==> src/rtl/fft_pipe_pkg.sv <==
// Shared definitions for the FFT output streaming path.
// Holds the default word width and frame depth, the frame FSM state encoding
// and a bit-reverse helper used to compute the bit-reversed drain order.
package fft_pipe_pkg;

  localparam int unsigned WIDTH_DEF = 32;
  localparam int unsigned DEPTH_DEF = 32;

  typedef enum logic [1:0] {
    StIdle  = 2'd0,
    StFill  = 2'd1,
    StDrain = 2'd2
  } state_e;

  // Reverse the low 'bits' bits of val; bits above are returned as zero.
  function automatic logic [31:0] bit_rev(input logic [31:0] val, input int unsigned bits);
    logic [31:0] res;
    logic [4:0]  src;
    res = '0;
    for (int unsigned i = 0; i < 32; i++) begin
      if (i < bits) begin
        src         = 5'(bits - 1 - i);
        res[i[4:0]] = val[src];
      end
    end
    return res;
  endfunction

endpackage

==> src/rtl/fft_frame_buf.sv <==
// Frame storage: DEPTH words of {real, imag}, synchronous write, combinational read.
// Ports:
//   clk   - write clock
//   we    - write enable
//   waddr - write address
//   wdata - write data {real, imag}
//   raddr - read address
//   rdata - read data {real, imag}, combinational from raddr
module fft_frame_buf #(
  parameter int unsigned WIDTH = 32,
  parameter int unsigned DEPTH = 32,
  localparam int unsigned AW   = $clog2(DEPTH)
) (
  input  logic                 clk,
  input  logic                 we,
  input  logic [AW-1:0]        waddr,
  input  logic [2*WIDTH-1:0]   wdata,
  input  logic [AW-1:0]        raddr,
  output logic [2*WIDTH-1:0]   rdata
);

  logic [2*WIDTH-1:0] mem [DEPTH];

  always_ff @(posedge clk) begin
    if (we) begin
      mem[waddr] <= wdata;
    end
  end

  assign rdata = mem[raddr];

endmodule

==> src/rtl/fft_frame_streamer.sv <==
// Captures one frame of DEPTH complex FFT results and streams it out with a
// valid/ready handshake, in natural or bit-reversed order.
// Ports:
//   clk, reset               - clock and synchronous active-high reset
//   start                    - begin capturing a frame (accepted only when idle)
//   in_real, in_imag         - incoming word, qualified by in_valid
//   in_valid / in_ready      - input handshake; in_ready high only while filling
//   I, Q                     - registered output sample
//   out_valid / out_ready    - output handshake
//   out_index                - buffer address of the presented sample
//   out_first / out_last     - first / last sample of the frame
//   busy                     - frame in progress (fill or drain)
//   done                     - one-cycle pulse after the last output transfer
module fft_frame_streamer
  import fft_pipe_pkg::*;
#(
  parameter int unsigned WIDTH  = WIDTH_DEF,
  parameter int unsigned DEPTH  = DEPTH_DEF,
  parameter int unsigned BITREV = 0,
  localparam int unsigned AW    = $clog2(DEPTH)
) (
  input  logic             clk,
  input  logic             reset,
  input  logic             start,
  input  logic [WIDTH-1:0] in_real,
  input  logic [WIDTH-1:0] in_imag,
  input  logic             in_valid,
  output logic             in_ready,
  output logic [WIDTH-1:0] I,
  output logic [WIDTH-1:0] Q,
  output logic             out_valid,
  input  logic             out_ready,
  output logic [AW-1:0]    out_index,
  output logic             out_first,
  output logic             out_last,
  output logic             busy,
  output logic             done
);

  localparam logic [AW-1:0] Last = AW'(DEPTH - 1);

  state_e             state_q, state_d;
  logic [AW-1:0]      wr_cnt_q, wr_cnt_d;
  logic [AW-1:0]      rd_cnt_q, rd_cnt_d;
  logic               out_valid_q, out_valid_d;
  logic               done_q, done_d;
  logic [WIDTH-1:0]   i_q, q_q;
  logic [AW-1:0]      idx_q;
  logic               first_q, last_q;

  logic               buf_we;
  logic               load;       // present buffer word at next_rd on this edge
  logic [AW-1:0]      next_rd;
  logic [AW-1:0]      rd_addr;
  logic [31:0]        rev_full;
  logic [2*WIDTH-1:0] rdata;

  fft_frame_buf #(
    .WIDTH (WIDTH),
    .DEPTH (DEPTH)
  ) u_buf (
    .clk   (clk),
    .we    (buf_we),
    .waddr (wr_cnt_q),
    .wdata ({in_real, in_imag}),
    .raddr (rd_addr),
    .rdata (rdata)
  );

  always_comb begin
    state_d     = state_q;
    wr_cnt_d    = wr_cnt_q;
    rd_cnt_d    = rd_cnt_q;
    out_valid_d = out_valid_q;
    done_d      = 1'b0;
    buf_we      = 1'b0;
    load        = 1'b0;
    next_rd     = rd_cnt_q;
    unique case (state_q)
      StIdle: begin
        if (start) begin
          state_d  = StFill;
          wr_cnt_d = '0;
        end
      end
      StFill: begin
        if (in_valid) begin
          buf_we = 1'b1;
          if (wr_cnt_q == Last) begin
            // Word 0 was written on an earlier cycle, so it can be presented now.
            state_d     = StDrain;
            wr_cnt_d    = '0;
            rd_cnt_d    = '0;
            next_rd     = '0;
            load        = 1'b1;
            out_valid_d = 1'b1;
          end else begin
            wr_cnt_d = wr_cnt_q + AW'(1);
          end
        end
      end
      StDrain: begin
        if (out_valid_q && out_ready) begin
          if (rd_cnt_q == Last) begin
            state_d     = StIdle;
            rd_cnt_d    = '0;
            out_valid_d = 1'b0;
            done_d      = 1'b1;
          end else begin
            rd_cnt_d = rd_cnt_q + AW'(1);
            next_rd  = rd_cnt_q + AW'(1);
            load     = 1'b1;
          end
        end
      end
      default: state_d = StIdle;
    endcase
  end

  assign rev_full = bit_rev(32'(next_rd), AW);
  assign rd_addr  = (BITREV != 0) ? rev_full[AW-1:0] : next_rd;

  always_ff @(posedge clk) begin
    if (reset) begin
      state_q     <= StIdle;
      wr_cnt_q    <= '0;
      rd_cnt_q    <= '0;
      out_valid_q <= 1'b0;
      done_q      <= 1'b0;
      i_q         <= '0;
      q_q         <= '0;
      idx_q       <= '0;
      first_q     <= 1'b0;
      last_q      <= 1'b0;
    end else begin
      state_q     <= state_d;
      wr_cnt_q    <= wr_cnt_d;
      rd_cnt_q    <= rd_cnt_d;
      out_valid_q <= out_valid_d;
      done_q      <= done_d;
      if (load) begin
        i_q     <= rdata[2*WIDTH-1:WIDTH];
        q_q     <= rdata[WIDTH-1:0];
        idx_q   <= rd_addr;
        first_q <= (next_rd == '0);
        last_q  <= (next_rd == Last);
      end else if (done_d) begin
        first_q <= 1'b0;
        last_q  <= 1'b0;
      end
    end
  end

  assign in_ready  = (state_q == StFill);
  assign busy      = (state_q != StIdle);
  assign out_valid = out_valid_q;
  assign done      = done_q;
  assign I         = i_q;
  assign Q         = q_q;
  assign out_index = idx_q;
  assign out_first = first_q;
  assign out_last  = last_q;

endmodule

==> config.mk <==
export PLATFORM = sky130hd
export DESIGN_NAME = fft_frame_streamer
export DESIGN_NICKNAME = d
export VERILOG_FILES = /design/src/rtl/fft_pipe_pkg.sv /design/src/rtl/fft_frame_buf.sv /design/src/rtl/fft_frame_streamer.sv
export SDC_FILE = /design/constraint.sdc
export NUM_CORES = 2
export LEC_CHECK = 0
export CAP_MARGIN = 10
export CORE_ASPECT_RATIO = 1.4
export CORE_MARGIN = 2
export CORE_UTILIZATION = 56
export DETAILED_ROUTE_END_ITERATION = 6
export HOLD_SLACK_MARGIN = 0.02
export PLACE_DENSITY = 0.76
export SLEW_MARGIN = 40
export SYNTH_ARGS = -nofsm -noshare
export SYNTH_HDL_FRONTEND = slang
export SYNTH_SLANG_ARGS = --single-unit
==> constraint.sdc <==
create_clock -name clk -period 4.5 [get_ports clk]
set_clock_uncertainty 0.15 [all_clocks]
set_input_delay 1.125 -clock clk [delete_from_list [all_inputs] [get_ports clk]]
set_output_delay 1.125 -clock clk [all_outputs]
set_load 0.02 [all_outputs]
Word level (Yosys, flattened, before mapping)
Memories as Yosys holds them, arrays and structs flattened. A register that Yosys moved wholly into a read port is not among the register bits.
Index checks and enable logic that the tools add are counted.
{"block": "word_totals", "register_bits": 21, "latchBits": 0, "mem_bits_rw": 2048, "mem_bits_ro": 0, "inputBits": 69, "out_inout_bits": 75, "n_memories": 1}
{"name": "u_buf.mem", "depth": 32, "word_bits": 64, "read_ports": 1, "rd_ports_with_merged_regs": 1, "wr": 1, "line_no": "fft_frame_buf.sv:22", "source": "logic [2*WIDTH-1:0] mem [DEPTH];"}
{"block": "op_classes", "n_addsub": 2, "mul": 0, "n_div": 0, "magnitude_cmp": 0, "eq_ne": 10, "shifts": 0, "mux": 38, "bitwise": 0, "reduce_logical": 11}
{"op": "5-bit two-way mux", "count": 9}
{"op": "5-bit case mux with 2 select lines", "count": 3}
{"op": "1-bit two-way mux", "count": 18}
{"op": "5-bit == test (second input constant)", "count": 3}
{"op": "5-bit by 1-bit adder with 5-bit output (second input constant)", "count": 2}
{"op": "2-bit two-way mux", "count": 5}
{"op": "5-bit AND reduction", "count": 2}
{"op": "2-bit inequality test (second input constant)", "count": 4}
{"op": "2-bit nonzero test", "count": 4}
{"op": "2-bit case mux with 3 select lines", "count": 1}
{"op": "5-bit zero test", "count": 1}
{"op": "1-bit case mux with 2 select lines", "count": 2}
{"op": "3-bit AND reduction", "count": 1}
{"op": "2-bit by 1-bit == test with 1-bit output (second input constant)", "count": 1}
{"op": "2-bit == test (second input constant)", "count": 1}
{"op": "2-bit zero test", "count": 1}
{"op": "2-bit by 1-bit inequality test with 1-bit output (second input constant)", "count": 1}
{"op": "2-bit AND reduction", "count": 1}
{"op": "1-bit logical AND", "count": 1}

Depth between registers and ports, before layout
{"block": "logic_depth", "depth_word": 6, "mapped_depth": 18, "mapped_depth_nobuf": 13}

By module
Synthesis repeated with hierarchy kept, for this count alone.
{"block": "unflattened", "hier_cells": 3500, "area_unflattened_um2": 81289.2}
{"module": "fft_frame_buf", "n_inst": 1, "cells_per_inst": 3045, "area_each_um2": 77669.5}
{"module": "fft_frame_streamer", "n_inst": 1, "cells_per_inst": 455, "area_each_um2": 3619.7}

Worst setup path after synthesis
OpenSTA, ideal clock, no wires.
{"block": "synth_timing", "kind": "in2reg", "startpoint": "in in_valid", "endpoint": "mem u_buf.mem[31][0] in the netlist's numbering, enable pin", "setup_time_ns": 0.487, "arrival_time_ns": 4.236, "required_ns": 3.863, "path_slack_ns": -0.373, "stages": 4, "cell_sequence": "and2_1 > buf_4 > nand2_1 > nor2_1"}
{"block": "synth_via", "elab_chain_cells": 4}
{"element": "start, declared", "line_no": "fft_frame_streamer.sv:27", "source": "input logic in_valid,"}
{"element": "1-bit two-way mux", "line_no": "fft_frame_streamer.sv:87", "source": "if (in_valid) begin"}
{"element": "1-bit two-way mux", "line_no": "fft_frame_streamer.sv:79", "source": "unique case (state_q)"}
{"element": "1-bit two-way mux", "line_no": "fft_frame_buf.sv:25", "source": "if (we) begin"}
{"element": "1-bit two-way mux (not written as such)", "line_no": "fft_frame_buf.sv:26", "source": "mem[waddr] <= wdata;"}
{"element": "end, declared", "line_no": "fft_frame_buf.sv:22"}
No other way between the ends.

Worst setup path after layout
{"block": "layout_timing", "startpoint": "reg rd_cnt_q[1]", "endpoint": "reg q_q[21], in the netlist Q[21], read port of u_buf.mem"}
{"block": "layout_via", "elab_chain_cells": 4, "word_cells_on_any_way": 10, "classes_between": "add/sub (1); eq/ne (1); mux (8)"}
{"element": "start, declared", "line_no": "fft_frame_streamer.sv:44", "source": "logic [AW-1:0] rd_cnt_q, rd_cnt_d;"}
{"element": "start signal, assigned", "line_no": "fft_frame_streamer.sv:138", "source": "rd_cnt_q <= rd_cnt_d;"}
{"element": "5-bit by 1-bit adder with 5-bit output or 5-bit == test (tied branches)", "line_no": "fft_frame_streamer.sv:111, fft_frame_streamer.sv:104"}
{"element": "5-bit two-way mux or 1-bit two-way mux (tied branches)", "line_no": "fft_frame_streamer.sv:104", "source": "if (rd_cnt_q == Last) begin"}
{"element": "5-bit two-way mux or 1-bit two-way mux (tied branches)", "line_no": "fft_frame_streamer.sv:103", "source": "if (out_valid_q && out_ready) begin"}
{"element": "5-bit case mux with 2 select lines or 1-bit case mux with 2 select lines (tied branches)", "line_no": "fft_frame_streamer.sv:79"}
{"element": "end, declared", "line_no": "fft_frame_streamer.sv:47", "source": "logic [WIDTH-1:0] i_q, q_q;"}
Several ways; a longest one is shown, not always the timed one.
A chain may end at the register's enable or synchronous reset.

==> implementation parameters <==
Parameter                              Value

Yosys
  Part of the Yosys area used for sequential elements    about 76%
  Synth area leader    sky130_fd_sc_hd__edfxtp_1
  Total nets after synthesis    between 5000 and 6000
  Most used flip-flop cell after synthesis    sky130_fd_sc_hd__edfxtp_1
  Post-synth EDFFs    2048
  Area of the mapped netlist    82680 um^2
  Number of library cell types mapped by synthesis    79
  Synth Register Bits    2133
  Number of instances in the synthesized netlist    5333
  Top cells by area in the synthesized netlist    sky130_fd_sc_hd__edfxtp_1 (74%), sky130_fd_sc_hd__nand2_1 (5.1%), sky130_fd_sc_hd__mux4_2 (2.3%), sky130_fd_sc_hd__dfxtp_1 (2.1%), sky130_fd_sc_hd__mux2i_1 (2.0%)
  Mapped Avg Cell Area    15.50 um^2
  Post-synth ARST share    0%
  Area share of the largest cell type after synthesis    74.38%
  Number of warnings printed during yosys synthesis    0

Critical path
  Buf/Inv on CP    4
  Required time worst endpoint    5.07 ns
  Maximum single-stage delay on the critical path    0.46 ns
  Worst path top cell family by delay    buffers and inverters
  FF-to-FF setup slack    0.23 ns
  Critical Path Sink Type    register
  Critical-path maximum fanout    63
  Setup crit start kind    register
  Arrival @ worst endpoint    roughly 4.8 ns
  Worst reg2reg path endpoint    Q[21]$_SDFFE_PP0P_
  Cell chain of the critical path    ha_1 > and3_1 > ha_1 > inv_1 > ha_1 > and4b_4 > o21ai_4 > and2_4 > buf_12 > buf_12 > buf_12 > nand2_1 > and3_1 > a31oi_1 > o21ai_0 > a41oi_1
  Critical path class    register to register
  Beginning of the worst register-to-register path    rd_cnt_q[1]$_SDFFE_PP0P_
  Slowest library cell on the worst path    sky130_fd_sc_hd__dfxtp_1
  Worst reg2reg path depth    16

Power
  Pleak    roughly 0.031 uW
  Comb power frac    3.0%
  Highest ir drop seen on vdd    0.2891 mV
  Net Sw Frac    20.49%
  P per Cell Area    410.1 nW/um^2
  Portion of total power attributed to the clock network    40.4%
  Internal portion of total power    just over 30000 uW
  Sw Pwr    7935 uW
  Sequential share of power    56.6%

Layout
  Post-layout instance count excluding filler cells    7716
  Synth-to-Final Area Change    14.22%
  Final nets    5701
  Final design utilization    64.50%
  Fraction of final layout cells sized beyond drive strength 1    13.81%

Floorplanning
  Die Area    150800 um^2
  Row count    166
  Die Ht    458.7 um
  Number of primary I/O pins    between 100 and 150
  Core area    146400 um^2
  Starting density of the core    56.47%
  Horiz. Die Dim    between 300 and 400 um

STA
  Slew @ Worst Pin    0.8138 ns
  Highest Clock Rate    0.2339 GHz
  Count of final hold-check violations    0
  Number of max-slew violations in the final report    0
  Max-Slew Margin vs Limit    approximately 46%
  Setup-failing EPs final    0
  Worst setup margin    0.2252 ns
  Time the final worst path needs with I/O delays and setup    4.275 ns
  Final period utilization    94.99%
  RSZ-0062 raised after global routing    no

CTS
  Number of buffers inserted by post-CTS setup repair    0
  CTS sink cnt    2133
  Root buf cell    sky130_fd_sc_hd__clkbuf_16
  Skew-Pair Late Insertion Delay    0.81 ns
  Maximum buffer depth of the clock tree    3
  Number of buffers created by CTS    184
  Hold-fix buffer count after cts    0
  PostCTS Resize Cnt    0
  Clock tree from TritonCTS    done
  Clk pin slew, worst setup/hold paths    0.07 ns
  H-Tree Level Count    4

Place
  Global placer's final weighted congestion    0.8840
  Placed Cells incl. Taps    roughly 7400
  Final HPWL from detailed placement    between 100000 and 150000 um
  Port Buffers    143
  Worst-case setup slack after placement    -0.008521 ns

Routing
  Per-cell routed wire length    30.52 um
  Number of vias in the routed layout    51467
  Routed Antenna Nets    0
  Router iterations before antenna repair    6
  Initial detailed-routing violation count    about 7000
  Final wirelength    235500 um
  Average vias per placed instance    between 6 and 7
  DRC violation count after routing    0

Hold path
  Type of the most critical hold path    register to register
  Destination of the worst hold path    out_index[0]$_SDFFE_PP0P_
  Start point of the worst hold path    out_index[0]$_SDFFE_PP0P_
  Worst Hold Path Cells    2

GRT
  Global-route total usage across every layer    a little under a third
  Layer with the highest usage    met2
  First-pass GRT wire length    approximately 340000 um
  Met1 layer usage reported by global route    37.99%
  Overall overflow remaining after global route    0
  Number of global-route vias before repair    50156
  Number of antenna violations at the first check in global routing    10
  Global-route track usage on met2    52.11%
  Pin count of the biggest net entering global routing    73
  Met3 usage in global routing    5.363%

Run
  Maximum capacitance violations    0

Outcome
  Result of the run    finished clean
## flip-flops by register name, summed over array words and instances (netlist names)
register	flops
I	32
Q	32
done	1
out_first	1
out_index	5
out_last	1
out_valid	1
rd_cnt_q	5
state_q	2
u_buf.mem	2048
wr_cnt_q	5
## kinds of logic after synthesis
| logic type | synth area share [%] |
|---|---|
| buffers and inverters | 2.462 |
| multiplexers | 4.276 |
| adder cells (fa/ha/maj) | 0.2119 |
| flip-flops | 76.44 |
| AO/OA/AOI/OAI | 7.917 |
| AND/OR/NAND/NOR | 8.695 |
## cell usage in the layout, fill, tap and decap left out, types with 99 or more instances in the layout
master	instances
sky130_fd_sc_hd__and3_1	142
sky130_fd_sc_hd__nand2_1	1125
sky130_fd_sc_hd__buf_12	126
sky130_fd_sc_hd__mux2i_1	165
sky130_fd_sc_hd__clkbuf_16	186
sky130_fd_sc_hd__a21oi_1	129
sky130_fd_sc_hd__a32oi_1	99
sky130_fd_sc_hd__edfxtp_1	2048
sky130_fd_sc_hd__nand3_1	229
sky130_fd_sc_hd__a31oi_1	191
sky130_fd_sc_hd__buf_4	177
## stage by stage
step / area, um^2 / TNS (ns) / power [uW] / hold WS (ns)
5_1_grt: 94430 / 0 / 39550 / 0.3803
3_3_place_gp: 88750 / 0 / 23490 / 0.3364
6_report: 94440 / 0 / 38730 / 0.3588
4_1_cts: 94530 / 0 / 38780 / 0.3613
2_1_floorplan: 82680 / -756.58 / 22880 / 0.3371
3_5_place_dp: 88600 / -0.008521 / 23510 / 0.3448
## worst min-delay path: cells and delay by family, from the launching register on
kind,cells,cell delay (ns)
flip-flops,1,0.31
AO/OA/AOI/OAI,1,0.05
AND/OR/NAND/NOR,1,0.10
## final cells by class
cell class | count | area, um^2
clock inverter | 78 | 813.3
sequential | 2133 | 63200
clock buffer | 267 | 5119
inverter | 14 | 52.55
antenna | 7 | 17.52
timing repair buffer | 448 | 5024
tap | 1932 | 2417
fill | 9686 | 51980
multi-input combinational | 2837 | 17800
## layer usage
layer	wire length, um	vias to the layer above
met5	47	-
met4	14490	8
met1	79060	25818
li1	-	21257
met2	117600	3539
met3	24310	845
## synthesized netlist by cell type, types with 31 or more instances
| library cell | number |
|---|---|
| sky130_fd_sc_hd__a211oi_1 | 60 |
| sky130_fd_sc_hd__a21o_1 | 68 |
| sky130_fd_sc_hd__a21oi_1 | 129 |
| sky130_fd_sc_hd__a221oi_1 | 50 |
| sky130_fd_sc_hd__a22oi_1 | 70 |
| sky130_fd_sc_hd__a311oi_1 | 32 |
| sky130_fd_sc_hd__a31oi_1 | 191 |
| sky130_fd_sc_hd__a32oi_1 | 99 |
| sky130_fd_sc_hd__a41oi_1 | 38 |
| sky130_fd_sc_hd__and3_1 | 142 |
| sky130_fd_sc_hd__buf_2 | 144 |
| sky130_fd_sc_hd__buf_4 | 58 |
| sky130_fd_sc_hd__buf_6 | 33 |
| sky130_fd_sc_hd__clkbuf_1 | 98 |
| sky130_fd_sc_hd__dfxtp_1 | 85 |
| sky130_fd_sc_hd__edfxtp_1 | 2048 |
| sky130_fd_sc_hd__mux2i_1 | 165 |
| sky130_fd_sc_hd__mux4_2 | 83 |
| sky130_fd_sc_hd__nand2_1 | 1129 |
| sky130_fd_sc_hd__nand3_1 | 229 |
| sky130_fd_sc_hd__nor2_1 | 78 |
| sky130_fd_sc_hd__nor3_1 | 31 |
| sky130_fd_sc_hd__o21ai_0 | 48 |
## power groups by stage
stage	combinational (uW)	clock (uW)	sequential, uW
3_5_place_dp	1150	0	22400
2_1_floorplan	521	0	22400
5_1_grt	1240	16400	21900
3_3_place_gp	1120	0	22400
4_1_cts	1160	15700	21900
6_report	1160	15600	21900
## worst max-delay path by stage
| stage | from | endpoint | slack [ns] | cells after the start |
|---|---|---|---|---|
| 2_1_floorplan | in_valid | u_buf.mem[31][0]$_DFFE_PP_ | -0.37 | 4 |
| 3_3_place_gp | out_ready | Q[5]$_SDFFE_PP0P_ | 0.08 | 10 |
| 6_report | rd_cnt_q[1]$_SDFFE_PP0P_ | Q[21]$_SDFFE_PP0P_ | 0.23 | 16 |
| 4_1_cts | rd_cnt_q[0]$_SDFFE_PP0P_ | Q[21]$_SDFFE_PP0P_ | 0.28 | 16 |
| 3_5_place_dp | out_ready | Q[21]$_SDFFE_PP0P_ | -0.009 | 9 |
| 5_1_grt | rd_cnt_q[0]$_SDFFE_PP0P_ | Q[21]$_SDFFE_PP0P_ | 0.06 | 16 |
(Power assumes the default switching activity.)
